==> src/rtl/csi_rx_stream_ctrl.sv <==
// csi_rx_stream_ctrl
// Frame-level sequencer for the CSI-2 receive path (D-PHY RX byte clock).
// Watches Frame Start / Frame End short packets and active-video long-packet
// headers, opens the byte-to-pixel gate only for whole frames, checks the
// word count of each line and the number of lines per frame, and recovers
// from stalled or broken frames by pulsing a reset into the byte-to-pixel
// converter before re-arming on the next Frame Start.
module csi_rx_stream_ctrl #(
  parameter int TO_W      = 20,
  parameter int RST_PULSE = 4
) (
  input  logic        clk_byte_i,
  input  logic        reset_i,
  input  logic        enable_i,
  input  logic        err_clr_i,
  input  logic [5:0]  ref_dt_i,
  input  logic [15:0] exp_wc_i,
  input  logic [11:0] exp_lines_i,
  input  logic        sp_en_i,
  input  logic        lp_av_en_i,
  input  logic [5:0]  dt_i,
  input  logic [15:0] wc_i,
  output logic        pass_o,
  output logic        b2p_rst_o,
  output logic        frame_done_o,
  output logic [15:0] frame_cnt_o,
  output logic [11:0] line_cnt_o,
  output logic [2:0]  err_o,
  output logic [1:0]  state_o
);

  typedef enum logic [1:0] {
    S_IDLE    = 2'd0,
    S_WAIT_FS = 2'd1,
    S_FRAME   = 2'd2,
    S_RECOVER = 2'd3
  } state_t;

  localparam logic [5:0]      DT_FS    = 6'h00;
  localparam logic [5:0]      DT_FE    = 6'h01;
  localparam logic [11:0]     LINE_MAX = 12'hFFF;
  localparam logic [TO_W-1:0] TO_MAX   = {TO_W{1'b1}};
  // One below all-ones: the idle cycle on which the counter would reach
  // all-ones is the cycle the timeout fires.
  localparam logic [TO_W-1:0] TO_PRE   = {{(TO_W-1){1'b1}}, 1'b0};
  localparam logic [TO_W-1:0] TO_ONE   = {{(TO_W-1){1'b0}}, 1'b1};
  // RECOVER lasts RST_PULSE cycles: load RST_PULSE-1 and leave at zero.
  localparam logic [3:0]      RST_LD   = 4'(RST_PULSE - 1);

  state_t          state_q,      state_d;
  logic            pass_q,       pass_d;
  logic            b2p_rst_q,    b2p_rst_d;
  logic            frame_done_q, frame_done_d;
  logic [15:0]     frame_cnt_q,  frame_cnt_d;
  logic [11:0]     line_cnt_q,   line_cnt_d;
  logic [2:0]      err_q,        err_d;
  logic [TO_W-1:0] to_cnt_q,     to_cnt_d;
  logic [3:0]      rst_cnt_q,    rst_cnt_d;

  logic       is_fs;
  logic       is_fe;
  logic       is_line;
  logic       any_hdr;
  logic [2:0] err_set;

  // Packet decode; a short packet always wins over a simultaneous long header.
  always_comb begin
    is_fs   = sp_en_i && (dt_i == DT_FS);
    is_fe   = sp_en_i && (dt_i == DT_FE);
    is_line = lp_av_en_i && !sp_en_i && (dt_i == ref_dt_i);
    any_hdr = sp_en_i || lp_av_en_i;
  end

  // Next-state, counter and error-flag logic for the frame sequencer.
  always_comb begin
    state_d      = state_q;
    frame_cnt_d  = frame_cnt_q;
    line_cnt_d   = line_cnt_q;
    to_cnt_d     = to_cnt_q;
    rst_cnt_d    = rst_cnt_q;
    frame_done_d = 1'b0;
    err_set      = 3'b000;

    unique case (state_q)
      S_IDLE: begin
        if (enable_i) begin
          state_d = S_WAIT_FS;
        end
      end

      S_WAIT_FS: begin
        if (!enable_i) begin
          state_d = S_IDLE;
        end else if (is_fs) begin
          state_d    = S_FRAME;
          line_cnt_d = 12'd0;
          to_cnt_d   = '0;
        end
      end

      S_FRAME: begin
        if (any_hdr) begin
          to_cnt_d = '0;
          if (is_fs) begin
            // Frame Start without a preceding Frame End: the frame is broken.
            err_set[1] = 1'b1;
            state_d    = S_RECOVER;
            rst_cnt_d  = RST_LD;
          end else if (is_fe) begin
            if (line_cnt_q != exp_lines_i) begin
              err_set[1] = 1'b1;
            end
            frame_done_d = 1'b1;
            frame_cnt_d  = frame_cnt_q + 16'd1;
            state_d      = enable_i ? S_WAIT_FS : S_IDLE;
          end else if (is_line) begin
            if (line_cnt_q != LINE_MAX) begin
              line_cnt_d = line_cnt_q + 12'd1;
            end
            if (wc_i != exp_wc_i) begin
              err_set[0] = 1'b1;
            end
          end
        end else if (to_cnt_q >= TO_PRE) begin
          // Counter reaches all-ones this cycle: the frame has stalled.
          to_cnt_d   = TO_MAX;
          err_set[2] = 1'b1;
          state_d    = S_RECOVER;
          rst_cnt_d  = RST_LD;
        end else begin
          to_cnt_d = to_cnt_q + TO_ONE;
        end
      end

      S_RECOVER: begin
        if (rst_cnt_q == 4'd0) begin
          state_d = enable_i ? S_WAIT_FS : S_IDLE;
        end else begin
          rst_cnt_d = rst_cnt_q - 4'd1;
        end
      end

      default: begin
        state_d = S_IDLE;
      end
    endcase

    // A new error in the same cycle as a clear request survives the clear.
    err_d     = (err_clr_i ? 3'b000 : err_q) | err_set;
    pass_d    = (state_d == S_FRAME);
    b2p_rst_d = (state_d == S_RECOVER);
  end

  // State and output registers; every output comes straight from a flop.
  always_ff @(posedge clk_byte_i) begin
    if (reset_i) begin
      state_q      <= S_IDLE;
      pass_q       <= 1'b0;
      b2p_rst_q    <= 1'b0;
      frame_done_q <= 1'b0;
      frame_cnt_q  <= 16'd0;
      line_cnt_q   <= 12'd0;
      err_q        <= 3'b000;
      to_cnt_q     <= '0;
      rst_cnt_q    <= 4'd0;
    end else begin
      state_q      <= state_d;
      pass_q       <= pass_d;
      b2p_rst_q    <= b2p_rst_d;
      frame_done_q <= frame_done_d;
      frame_cnt_q  <= frame_cnt_d;
      line_cnt_q   <= line_cnt_d;
      err_q        <= err_d;
      to_cnt_q     <= to_cnt_d;
      rst_cnt_q    <= rst_cnt_d;
    end
  end

  assign pass_o       = pass_q;
  assign b2p_rst_o    = b2p_rst_q;
  assign frame_done_o = frame_done_q;
  assign frame_cnt_o  = frame_cnt_q;
  assign line_cnt_o   = line_cnt_q;
  assign err_o        = err_q;
  assign state_o      = state_q;

endmodule

==> config.mk <==
export PLATFORM = sky130hd
export DESIGN_NAME = csi_rx_stream_ctrl
export DESIGN_NICKNAME = d
export VERILOG_FILES = /design/src/rtl/csi_rx_stream_ctrl.sv
export SDC_FILE = /design/constraint.sdc
export NUM_CORES = 1
export LEC_CHECK = 0
export CAP_MARGIN = 10
export CORE_MARGIN = 5
export CORE_UTILIZATION = 40
export DETAILED_ROUTE_END_ITERATION = 10
export GPL_ROUTABILITY_DRIVEN = 0
export GPL_TIMING_DRIVEN = 1
export PLACE_DENSITY = 0.73
export SKIP_CTS_REPAIR_TIMING = 1
export SYNTH_ARGS = -nofsm -noshare
export SYNTH_HDL_FRONTEND = slang
export SYNTH_SLANG_ARGS = --single-unit
==> constraint.sdc <==
create_clock -name clk_byte_i -period 2.7 [get_ports clk_byte_i]
set_clock_uncertainty 0.2 [all_clocks]
set_input_delay 0.81 -clock clk_byte_i [delete_from_list [all_inputs] [get_ports clk_byte_i]]
set_output_delay 0.81 -clock clk_byte_i [all_outputs]
set_load 0.01 [all_outputs]
## Word-level counts from Yosys, hierarchy flattened

Cells that the tools add are included.

| cells by class | value |
|---|---|
| add/subtract/negate cells | 4 |
| order comparisons | 1 |
| equal/unequal tests | 20 |
| mux-type cells | 41 |
| bitwise gates (word level) | 4 |
| reduce and logical (&&, ||, !) cells | 16 |

Operators by type and width:

| kind | count |
|---|---|
| $mux W12 | 7 |
| $mux W20 | 4 |
| $pmux W20 S2 | 1 |
| $pmux W12 S2 | 1 |
| $add A20 B1 Y20 const B | 1 |
| $ge A20 B20 Y1 const B | 1 |
| $mux W2 | 9 |
| $add A16 B1 Y16 const B | 1 |
| $mux W4 | 4 |
| $ne A16 B16 Y1 | 1 |
| $ne A2 B2 Y1 const B | 8 |
| $add A12 B1 Y12 const B | 1 |
| $ne A12 B12 Y1 | 1 |
| $ne A12 B12 Y1 const B | 1 |
| $mux W1 | 11 |
| $eq A2 B2 Y1 const B | 4 |
| $pmux W2 S4 | 1 |
| $pmux W4 S2 | 1 |
| $reduce_and A4 Y1 | 2 |
| $reduce_and A8 Y1 | 1 |
| $eq A6 B1 Y1 const B | 1 |
| $eq A6 B6 Y1 | 1 |
| $logic_not A6 Y1 | 1 |
| $mux W3 | 2 |
| 13 further kinds | 20 |

| word-level totals | value |
|---|---|
| flip-flop bits (word level) | 60 |
| bits of input ports | 62 |
| output and inout bits | 36 |

## Longest topological paths before layout

Gate-level depths: netlist (run 1).

| depth | value |
|---|---|
| depth in word-level cells | 9 |
| gate-level depth with buffers | 8 |
| depth with buffers taken out | 7 |

## Worst setup path before layout (run 1)

OpenSTA, ideal clock, no wires.

| timing | value |
|---|---|
| path type | input-to-reg |
| from | input dt_i[5] |
| to | register frame_cnt_q[15], in the netlist frame_cnt_o[15] |
| setup time | 0.128 ns |
| arrival | 2.457 ns |
| data required time | 2.372 ns |
| setup slack | -0.085 ns |
| cell stages on the path | 6 |
| buffers on the path | 1 |
| cell sequence | or4b_4 or4_4 buf_6 nor4_2 xnor2_1 nor2_1 |

| on the way | value |
|---|---|
| cells in the longest elaborated chain, start to end | 4 |

RTL lines:

| item | RTL line | text |
|---|---|---|
| from (decl) | 21 | `input logic [5:0] dt_i,` |
| $logic_not A6 Y1 | 68 | `is_fs = sp_en_i && (dt_i == DT_FS);` |
| $logic_and A1 B1 Y1 | 68 |  |
| $not A1 Y1 (no line) | n/a |  |
| $reduce_and A4 Y1 (no line) (*) | n/a |  |
| to (signal assigned) | 171 | `frame_cnt_q <= frame_cnt_d;` |
| to (decl) | 54 | `logic [15:0] frame_cnt_q, frame_cnt_d;` |

Every way passes the cells marked *; elsewhere a longest branch is shown, timed or not.
A chain may end at the register's enable or synchronous reset.

## Worst setup path in the final report (run 1)

| timing | value |
|---|---|
| from | input dt_i[3] |
| to | register frame_cnt_q[14], in the netlist frame_cnt_o[14] |

Same word-level chain as after synthesis.

==> results of run 1 <==
power breakdown:
group / internal, mW / switching, mW
registers: 0.886 / 0.00395
logic: 0.132 / 0.0698
clock network: 0.356 / 0.368
path summary, 6_finish.rpt:
check	startpoint	endpoint
min reg2reg	err_o[1]$_SDFF_PP0_	err_o[1]$_SDFF_PP0_
min	err_o[1]$_SDFF_PP0_	err_o[1]$_SDFF_PP0_
max reg2reg	state_o[1]$_SDFF_PP0_	frame_cnt_o[12]$_SDFFE_PP0P_
max	dt_i[3]	frame_cnt_o[14]$_SDFFE_PP0P_
Yosys cell counts, types with 6 or more instances:
master / instances
inv_1: 17
xor2_1: 16
or3_1: 10
clkbuf_1: 14
nand4_1: 16
a32o_1: 6
o21ai_0: 39
dfxtp_1: 60
nor3_1: 14
nand3_1: 24
nand2_1: 21
nor2_1: 36
a21oi_1: 26
a21o_1: 8
nor4_1: 10
xnor2_1: 33
state kept, by name, summed over array words and instances, names as in the netlist:
name / flops
b2p_rst_o: 1
state_o: 2
rst_cnt_q: 4
err_o: 3
to_cnt_q: 20
line_cnt_o: 12
frame_done_o: 1
frame_cnt_o: 16
pass_o: 1
critical path, delay by kind of cell:
kind	cells	cell delay, ps
simple gates	4	1120
xor+xnor	1	150
buf+inv	2	580
per-layer routing:
layer	share of wire	vias up
met5	0	-
met4	0.012	0
met3	0.066	9
met2	0.50	126
met1	0.43	1716
li1	-	1815
placed cells by master (no fill, tap or decap), types with 21 or more instances in the layout:
cell type	Yosys	routed
buf_4	0	38
dfxtp_1	60	60
nor2_1	36	35
clkdlybuf4s50_1	0	92
xnor2_1	33	33
a21oi_1	26	26
nand2_1	21	21
nand3_1	24	23
o21ai_0	39	39
cell type report:
| class | instances | area, sq um |
|---|---|---|
| Sequential cell | 60 | 1200 |
| Fill cell | 717 | 3210 |
| Clock buffer | 10 | 138 |
| Tap cell | 105 | 131 |
| Inverter | 17 | 63.8 |
| Timing Repair Buffer | 136 | 1280 |
| Multi-Input combinational cell | 329 | 2190 |
| Clock inverter | 6 | 38.8 |
stage by stage:
stage / TNS [ps] / hold WS, ps
after floorplan: -406 / 267
after global placement: -23410 / 246
after detailed placement: -24400 / 246
after CTS: -5140 / 256
after global routing: 0 / 286
final: 0 / 255
cell families after synthesis:
family / count (synthesis) / share of synthesized area
compound gates: 108 / 0.198
xor+xnor: 49 / 0.126
fa+ha+maj: 5 / 0.0183
buf+inv: 33 / 0.0389
flops: 60 / 0.352
mux: 2 / 0.00623
simple gates: 163 / 0.261
==> flow_summary.toml, run 1 <==
[setup_path]
endpoint_kind = "register"
crit_arrival_ps = 2670
slowest_stage = "or4_4"
cpPeakStageDelay_ps = 550
reg2reg_slack_ps = 460
timing_worst_setup_path_type = "in2reg"
cp-start-kind = "input pin"
required_ps = 2720
crit_chain = "clkdlybuf4s50_1, or2_4, buf_12, or4_4, nor3_1, xnor2_1, nor2_1"
critPathMaxFanout = 5
r2r_cells = 5

[sta]
report.final.slew_viol_count = 0
setup_viol = 0
period_share = 0.980
rsz0062_at_grt = "false"
hold_viol = 0
slew-limit-headroom = 0.607
worst_pin_slew_ps = 588
max_freq_ghz = 0.378
period_needed_ps = 2650
setup_slack_ps = 54.9

[synthesis]
synth-edff-count = 0
yosysSeqAreaShare = 0.352
yosys.area.top_type = "dfxtp_1"
ys_ff_latch = 60
ys_async_sr_fraction = 0
yosysWarnings = 0
synth_cell_types = 52
synthCells = 420
synth_top_area_frac = 0.352
syn_nets = 487
synthesis.area_sq_um = 3410
yosys_most_used_dff = "dfxtp_1"
synthTopCellsByArea = "dfxtp_1 (35%), xnor2_1 (8.5%), o21ai_0 (5.7%), xor2_1 (4.1%), nor2_1 (4.0%)"
avgSynthCellArea_sq_um = 8.13

[layout]
syn_to_final_growth_pct = 47.9
n_antenna_cell = 0
drive_gt1_frac = 0.142
nets = 620
final_util = 0.611
finalNonFillerCells = 663
design_area_sq_um = 5050

[detailed_routing]
first_pass_iters = 5
drc = 0
viasPerCell = 5.53
drtIter0Drc = 188
route.vias.total = 3666
ant_nets = 0
routedWlPerCell_um = 14.7
wirelength_um = 9780

[placement]
hpwl_um = 7150
post-place-cells = 643
dp_slack_ps = -616
port_buffers = 97
place_area_sq_um = 4760

[pwr]
ir_worst_vdd_mv = 0.234
power_density_nw_per_um2 = 359
total_power_mw = 1.81
power.leakage_nw = 1.85

[die]
rows = 33
core_sq_um = 8260
die_area_sq_um = 10500
io_pins = 98
start_util = 0.413
die_h_um = 102
die_w_um = 102

[clock_network]
numCtsBuffers = 9
htreeDepth = 3
tritoncts = "built"
clock-sinks = 60
cts_root_buffer = "clkbuf_8"
clock_latency_ps = 340
cts_buffer_depth = 2
clk_pin_slew_ps = 70

[job]
cap_violations = 0

[global_route]
met2_usage = 0.302
grt_busiest_layer = "met2"
grt_usage = 0.175
grt_pass1_vias = 3376
gr-usage-met1 = 0.217
grt-ovfl-total = 0
grt_pass1_wl_um = 14900
antenna_found_initial = 0
met3_usage = 0.0369
grt_max_degree = 24

[worst_hold_path]
whs_path_depth = 2
min_path_type = "reg2reg"

[run_status]
status = "complete, no violations"
No activity file was read; power rests on OpenSTA's default activity.
==> run 2, diff against run 1 <==
--- a/config.mk
+++ b/config.mk
@@ -13,6 +13,7 @@
 export GPL_TIMING_DRIVEN = 1
 export PLACE_DENSITY = 0.73
 export SKIP_CTS_REPAIR_TIMING = 1
+export SLEW_MARGIN = 15
 export SYNTH_ARGS = -nofsm -noshare
 export SYNTH_HDL_FRONTEND = slang
 export SYNTH_SLANG_ARGS = --single-unit
==> results of run 2 <==
Same layout as run 1: the final DEF is identical, and so are final timing and power.
==> run 3, diff against run 2 <==
--- a/config.mk
+++ b/config.mk
@@ -8,6 +8,7 @@
 export CAP_MARGIN = 10
 export CORE_MARGIN = 5
 export CORE_UTILIZATION = 40
+export CTS_CLUSTER_DIAMETER = 120
 export DETAILED_ROUTE_END_ITERATION = 10
 export GPL_ROUTABILITY_DRIVEN = 0
 export GPL_TIMING_DRIVEN = 1
==> results of run 3 <==
Same layout as run 1: the final DEF is identical, and so are final timing and power.
